$ cat src/rtl/irq_timer.sv
// irq_timer: 16-bit down-counting MMIO timer with 8-bit prescaler,
// one-shot/periodic modes, sticky EXPIRED/OVR flags and a level interrupt.
module irq_timer #(
  parameter logic [15:0] RESET_RELOAD = 16'hFFFF
) (
  input  logic        i_clk,
  input  logic        i_rst_n,
  input  logic        i_sel,
  input  logic        i_we,
  input  logic        i_re,
  input  logic [2:0]  i_addr,
  input  logic [15:0] i_wdata,
  output logic [15:0] o_rdata,
  output logic        o_rdy,
  output logic        o_irq
);

  localparam logic [2:0] ADDR_CTRL   = 3'b000;
  localparam logic [2:0] ADDR_RELOAD = 3'b010;
  localparam logic [2:0] ADDR_COUNT  = 3'b100;
  localparam logic [2:0] ADDR_STATUS = 3'b110;

  logic        en;
  logic        periodic;
  logic        irq_en;
  logic [7:0]  presc;
  logic [7:0]  psc;
  logic [15:0] reload;
  logic [15:0] count;
  logic        expired;
  logic        ovr;

  logic        wr_ctrl;
  logic        wr_reload;
  logic        wr_count;
  logic        wr_status;
  logic        rd_en;
  logic        en_rise;
  logic        en_stop;
  logic        tick;
  logic        expire;
  logic [1:0]  status_clr;
  logic [15:0] rd_mux;

  // Bus decode, prescaler tick and expire-event qualification.
  always_comb begin
    wr_ctrl    = i_sel & i_we & (i_addr == ADDR_CTRL);
    wr_reload  = i_sel & i_we & (i_addr == ADDR_RELOAD);
    wr_count   = i_sel & i_we & (i_addr == ADDR_COUNT);
    wr_status  = i_sel & i_we & (i_addr == ADDR_STATUS);
    rd_en      = i_sel & i_re;
    en_rise    = wr_ctrl & ~en & i_wdata[0];
    en_stop    = wr_ctrl & ~i_wdata[0];
    tick       = en & (psc >= presc);
    // A direct COUNT write or a stop request pre-empts the terminal tick.
    expire     = tick & (count == 16'd0) & ~wr_count & ~en_stop;
    status_clr = wr_status ? i_wdata[1:0] : 2'b00;
  end

  // Control register; a one-shot expiry drops EN unless software rewrites CTRL.
  always_ff @(posedge i_clk or negedge i_rst_n) begin
    if (!i_rst_n) begin
      en       <= 1'b0;
      periodic <= 1'b0;
      irq_en   <= 1'b0;
      presc    <= 8'd0;
    end else if (wr_ctrl) begin
      en       <= i_wdata[0];
      periodic <= i_wdata[1];
      irq_en   <= i_wdata[2];
      presc    <= i_wdata[15:8];
    end else if (expire && !periodic) begin
      en       <= 1'b0;
    end
  end

  // Reload value only takes effect at the next reload or enable.
  always_ff @(posedge i_clk or negedge i_rst_n) begin
    if (!i_rst_n) begin
      reload <= RESET_RELOAD;
    end else if (wr_reload) begin
      reload <= i_wdata;
    end
  end

  // Prescaler: restarts on enable/disable and on every tick, runs while enabled.
  always_ff @(posedge i_clk or negedge i_rst_n) begin
    if (!i_rst_n) begin
      psc <= 8'd0;
    end else if (en_rise || en_stop || tick) begin
      psc <= 8'd0;
    end else if (en) begin
      psc <= psc + 8'd1;
    end
  end

  // Main counter: direct write beats enable-load, which beats tick activity.
  always_ff @(posedge i_clk or negedge i_rst_n) begin
    if (!i_rst_n) begin
      count <= 16'd0;
    end else if (wr_count) begin
      count <= i_wdata;
    end else if (en_rise) begin
      count <= reload;
    end else if (en_stop) begin
      count <= count;
    end else if (tick) begin
      if (count != 16'd0) begin
        count <= count - 16'd1;
      end else if (periodic) begin
        count <= reload;
      end else begin
        count <= 16'd0;
      end
    end
  end

  // Sticky flags: a same-cycle expire beats W1C; OVR keys off the pre-write EXPIRED.
  always_ff @(posedge i_clk or negedge i_rst_n) begin
    if (!i_rst_n) begin
      expired <= 1'b0;
      ovr     <= 1'b0;
    end else begin
      expired <= expire | (expired & ~status_clr[0]);
      ovr     <= (ovr & ~status_clr[1]) | (expire & expired);
    end
  end

  // Read multiplexer over current (pre-write) register state.
  always_comb begin
    rd_mux = 16'h0000;
    case (i_addr)
      ADDR_CTRL:   rd_mux = {presc, 5'b00000, irq_en, periodic, en};
      ADDR_RELOAD: rd_mux = reload;
      ADDR_COUNT:  rd_mux = count;
      ADDR_STATUS: rd_mux = {14'd0, ovr, expired};
      default:     rd_mux = 16'h0000;
    endcase
  end

  // Registered read data, zero after any non-read cycle.
  always_ff @(posedge i_clk or negedge i_rst_n) begin
    if (!i_rst_n) begin
      o_rdata <= 16'h0000;
    end else begin
      o_rdata <= rd_en ? rd_mux : 16'h0000;
    end
  end

  assign o_rdy = i_sel;
  assign o_irq = expired & irq_en;

endmodule
$ cat config.mk
export PLATFORM = sky130hd
export DESIGN_NAME = irq_timer
export DESIGN_NICKNAME = d
export VERILOG_FILES = /design/src/rtl/irq_timer.sv
export SDC_FILE = /design/constraint.sdc
export NUM_CORES = 1
export LEC_CHECK = 0
export ABC_CLOCK_PERIOD_IN_PS = 2800
export BUFFER_PORTS_ARGS = -buffer_cell sky130_fd_sc_hd__buf_2
export CELL_PAD_IN_SITES_DETAIL_PLACEMENT = 1
export CELL_PAD_IN_SITES_GLOBAL_PLACEMENT = 1
export CORE_ASPECT_RATIO = 0.9
export CORE_MARGIN = 4
export CORE_UTILIZATION = 46
export CTS_CLUSTER_DIAMETER = 120
export DETAILED_ROUTE_END_ITERATION = 10
export GPL_ROUTABILITY_DRIVEN = 0
export MAX_ROUTING_LAYER = met4
export PLACE_DENSITY_LB_ADDON = 0.1
export RECOVER_POWER = 25
export SYNTH_ARGS = -nofsm -noshare
export SYNTH_HDL_FRONTEND = slang
export SYNTH_SLANG_ARGS = --single-unit
$ cat constraint.sdc
create_clock -name i_clk -period 2.8 [get_ports i_clk]
set_input_delay 0.28 -clock i_clk [delete_from_list [all_inputs] [get_ports i_clk]]
set_output_delay 0.28 -clock i_clk [all_outputs]
set_load 0.02 [all_outputs]
==> reports/results.tsv <==
metric	value	unit
yosys warns	0	
post-synthesis sequential area ratio	46.00	%
WL/cell	19.95	um
final worst slack	0.1977	ns
synthesized area per cell	10.02	um2
starting density of the core	47.30	%
share of layout cells above drive strength 1	25.58	%
CTS tree	built	
Rows	31	
post-cts gate resize count	0	
EDFF count, synth	0	
Max Fanout on Critical Path	5	
Clock Tree Root	clkbuf_8	
CP Data Arrival Time	2.83	ns
Rel. slew slack	-12.63	%
FILL cells	922	
Leakage Power	1.986	nW
critical path launch point	presc[0]	
reg2reg end	count[0]	
IO Port Bufs	41	
final hold vios	0	
post-CTS setup buffer count	0	
commonest non-fill, non-tap cell in the layout	dfrtp_1	
n_diodes	0	
total number of vias	3127	
Netlist cell types	59	
r2r startpoint	presc[0]	
die width	103.8	um
Core Util, Final	54.25	%
Buffers & Inverters on Critical Path	0	
post-route minimum period	2.602	ns
R2R depth	6	
CTS Sinks	69	
first-pass GRT wire length	17.57	mm
failing checks	capacitance limit, slew limit	
cell count after placement	513	
Detail Route Antenna Nets	0	
Setup crit end kind	flip-flop	
area of the multi-input gates	1872	um2
Worst Skew	0.008223	ns
Slew Limit Fails	32	
Worst-Margin Slew	1.689	ns
initial drt markers	102	
fmax	0.3843	GHz
fin area	4355	um2
H-tree depth	3	
critical path required time	3.03	ns
Top delay family on crit path	compound AO/OA/AOI/OAI gates	
fin crit share	92.94	%
CP cell instances	ha_1, nand2b_1, a2111oi_1, a2bb2oi_1, a21boi_0, o311ai_0	
initial antenna violation count	0	
CP Depth	6	
final setup vio count	0	
Layout Cells excl Fill	529	
Placement Setup Slack	0.2779	ns
via count of the first global-routing pass	3296	
Inserted Clock Buffers	9	
power density over the cells	813.9	nW/um2
Post-Syn Area	3797	um2
slowest stage cell, crit path	a2111oi_1	
max-cap viol count	1	
clk slew on worst S/H paths	0.08	ns
cells after synthesis	379	
register area	1747	um2
# IOs	42	
Syn-to-layout area delta	14.70	%
Post-Route WL	10.55	mm
Final Net Count	460	
Die ar.	9775	um2
Die Ht	94.20	um
clk buf depth	2	
most frequent cells in the layout	dfrtp_1, buf_2, nand2_1	
cts hold-fix bufs	0	
class of the worst hold path	in -> reg	
main flop type after synthesis	dfrtp_1	
Area after DPL	4131	um2
Remaining DRCs	0	
register bit total from synthesis	69	
RSZ-0062 raised after global routing	true	
Via-to-Cell Ratio	5.911	
Syn Nets	414	
clock latency at the later pin of the worst-skew pair	0.35	ns
area of the core	8029	um2
outcome	finished, violations left	
CP startpoint kind	flip-flop	
Reg2Reg Setup Slack	0.20	ns
grt ovf	0	
DRT Pass-1 Iters	4	
max incr delay on CP	0.53	ns
Critical Path Sink	count[0]	
asr flop ratio synth	100.0	%
CP Class	reg -> reg	
largest net degree at the start of global routing	40	
peak supply drop	0.3446	mV
setup TNS	0	ns
total track usage	23.47	%
hpwl dp	7.492	mm
cells by family after synthesis:
logic type / synth area share, %
AO/OA/AOI/OAI: 18.45
XOR/XNOR: 2.076
adder cells (fa/ha/maj): 3.624
buffers and inverters: 4.745
flip-flops: 46.00
multiplexers: 9.687
AND/OR/NAND/NOR: 15.42
sequential cells by signal, indices dropped and copies added (netlist names):
name and cells:
periodic 1, o_rdata 16, reload 16, presc 8, expired 1, en 1, psc 8, irq_en 1
ovr 1, count 16
synth_stat cells, drive strengths merged, types with 2 or more instances:
| library cell | number | area share, % |
|---|---|---|
| nand3 | 7 | 0.92 |
| inv | 16 | 1.6 |
| o22ai | 2 | 0.33 |
| nor3b | 3 | 0.59 |
| nand4 | 2 | 0.33 |
| a41o | 2 | 0.53 |
| a22o | 3 | 0.69 |
| ha | 11 | 3.6 |
| and2 | 5 | 0.82 |
| xnor2 | 4 | 0.92 |
| dfstp | 16 | 11 |
| o21a | 3 | 0.59 |
| a21oi | 7 | 0.92 |
| mux2 | 18 | 5.3 |
| mux4 | 2 | 1.2 |
| o21ai | 37 | 5.0 |
| clkbuf | 9 | 0.89 |
| buf | 12 | 2.3 |
| a22oi | 9 | 1.8 |
| nor2b | 5 | 0.82 |
| o32ai | 2 | 0.46 |
| o2bb2ai | 4 | 0.92 |
| a221oi | 2 | 0.46 |
| o221ai | 2 | 0.46 |
| and3 | 7 | 1.2 |
| a221o | 3 | 0.79 |
| nor3 | 10 | 1.4 |
| a31oi | 3 | 0.49 |
| o22a | 9 | 2.1 |
| xor2 | 5 | 1.2 |
| dfrtp | 53 | 35 |
| nor2 | 34 | 3.4 |
| or3 | 2 | 0.33 |
| mux2i | 12 | 3.2 |
| nand2 | 39 | 4.1 |
| nand2b | 2 | 0.33 |
| o2111ai | 2 | 0.46 |
final cells by class:
type                            instances  share of cell area, %
Multi-Input combinational cell        273                  42.98
Timing Repair Buffer                   56                  7.211
Clock inverter                          6                  2.557
Inverter                               16                  1.379
Tap cell                               99                  2.844
Sequential cell                        69                  40.10
Clock buffer                           10                  2.930
per-layer routing:
| layer | vias up | global-route usage [%] | routed length (um) |
|---|---|---|---|
| met5 | - | - | 0 |
| met4 | 0 | 4.319 | 90 |
| met3 | 9 | 5.498 | 510 |
| met2 | 69 | 36.93 | 4877 |
| met1 | 1578 | 31.66 | 5077 |
| li1 | 1471 | - | - |
power by group:
| group | internal, mW | total, mW | switching [mW] |
|---|---|---|---|
| Combinational | 0.478 | 1.00 | 0.522 |
| Sequential | 1.27 | 1.55 | 0.277 |
| Clock | 0.592 | 0.998 | 0.406 |
worst min-delay path by stage:
stage             endpoint  cells past startpoint       start
6_report          count[5]                      3  i_wdata[5]
3_5_place_dp   o_rdata[14]                      1     i_rst_n
3_3_place_gp   o_rdata[14]                      1     i_rst_n
4_1_cts        o_rdata[14]                      1     i_rst_n
5_1_grt           count[5]                      3  i_wdata[5]
2_1_floorplan     count[0]                      0     i_rst_n
tightest hold or removal path: stages:
cell      delay [ns]
buf_2           0.09
nand2_1         0.05
o221ai_1        0.06
stage by stage:
stage	power [mW]	hold WS, ns
2_1_floorplan	2.191	-0.01559
3_3_place_gp	2.489	0.3763
3_5_place_dp	2.539	0.3873
4_1_cts	3.559	0.0001802
5_1_grt	3.782	0.1508
6_report	3.545	0.1543
(Power assumes the default switching activity.)
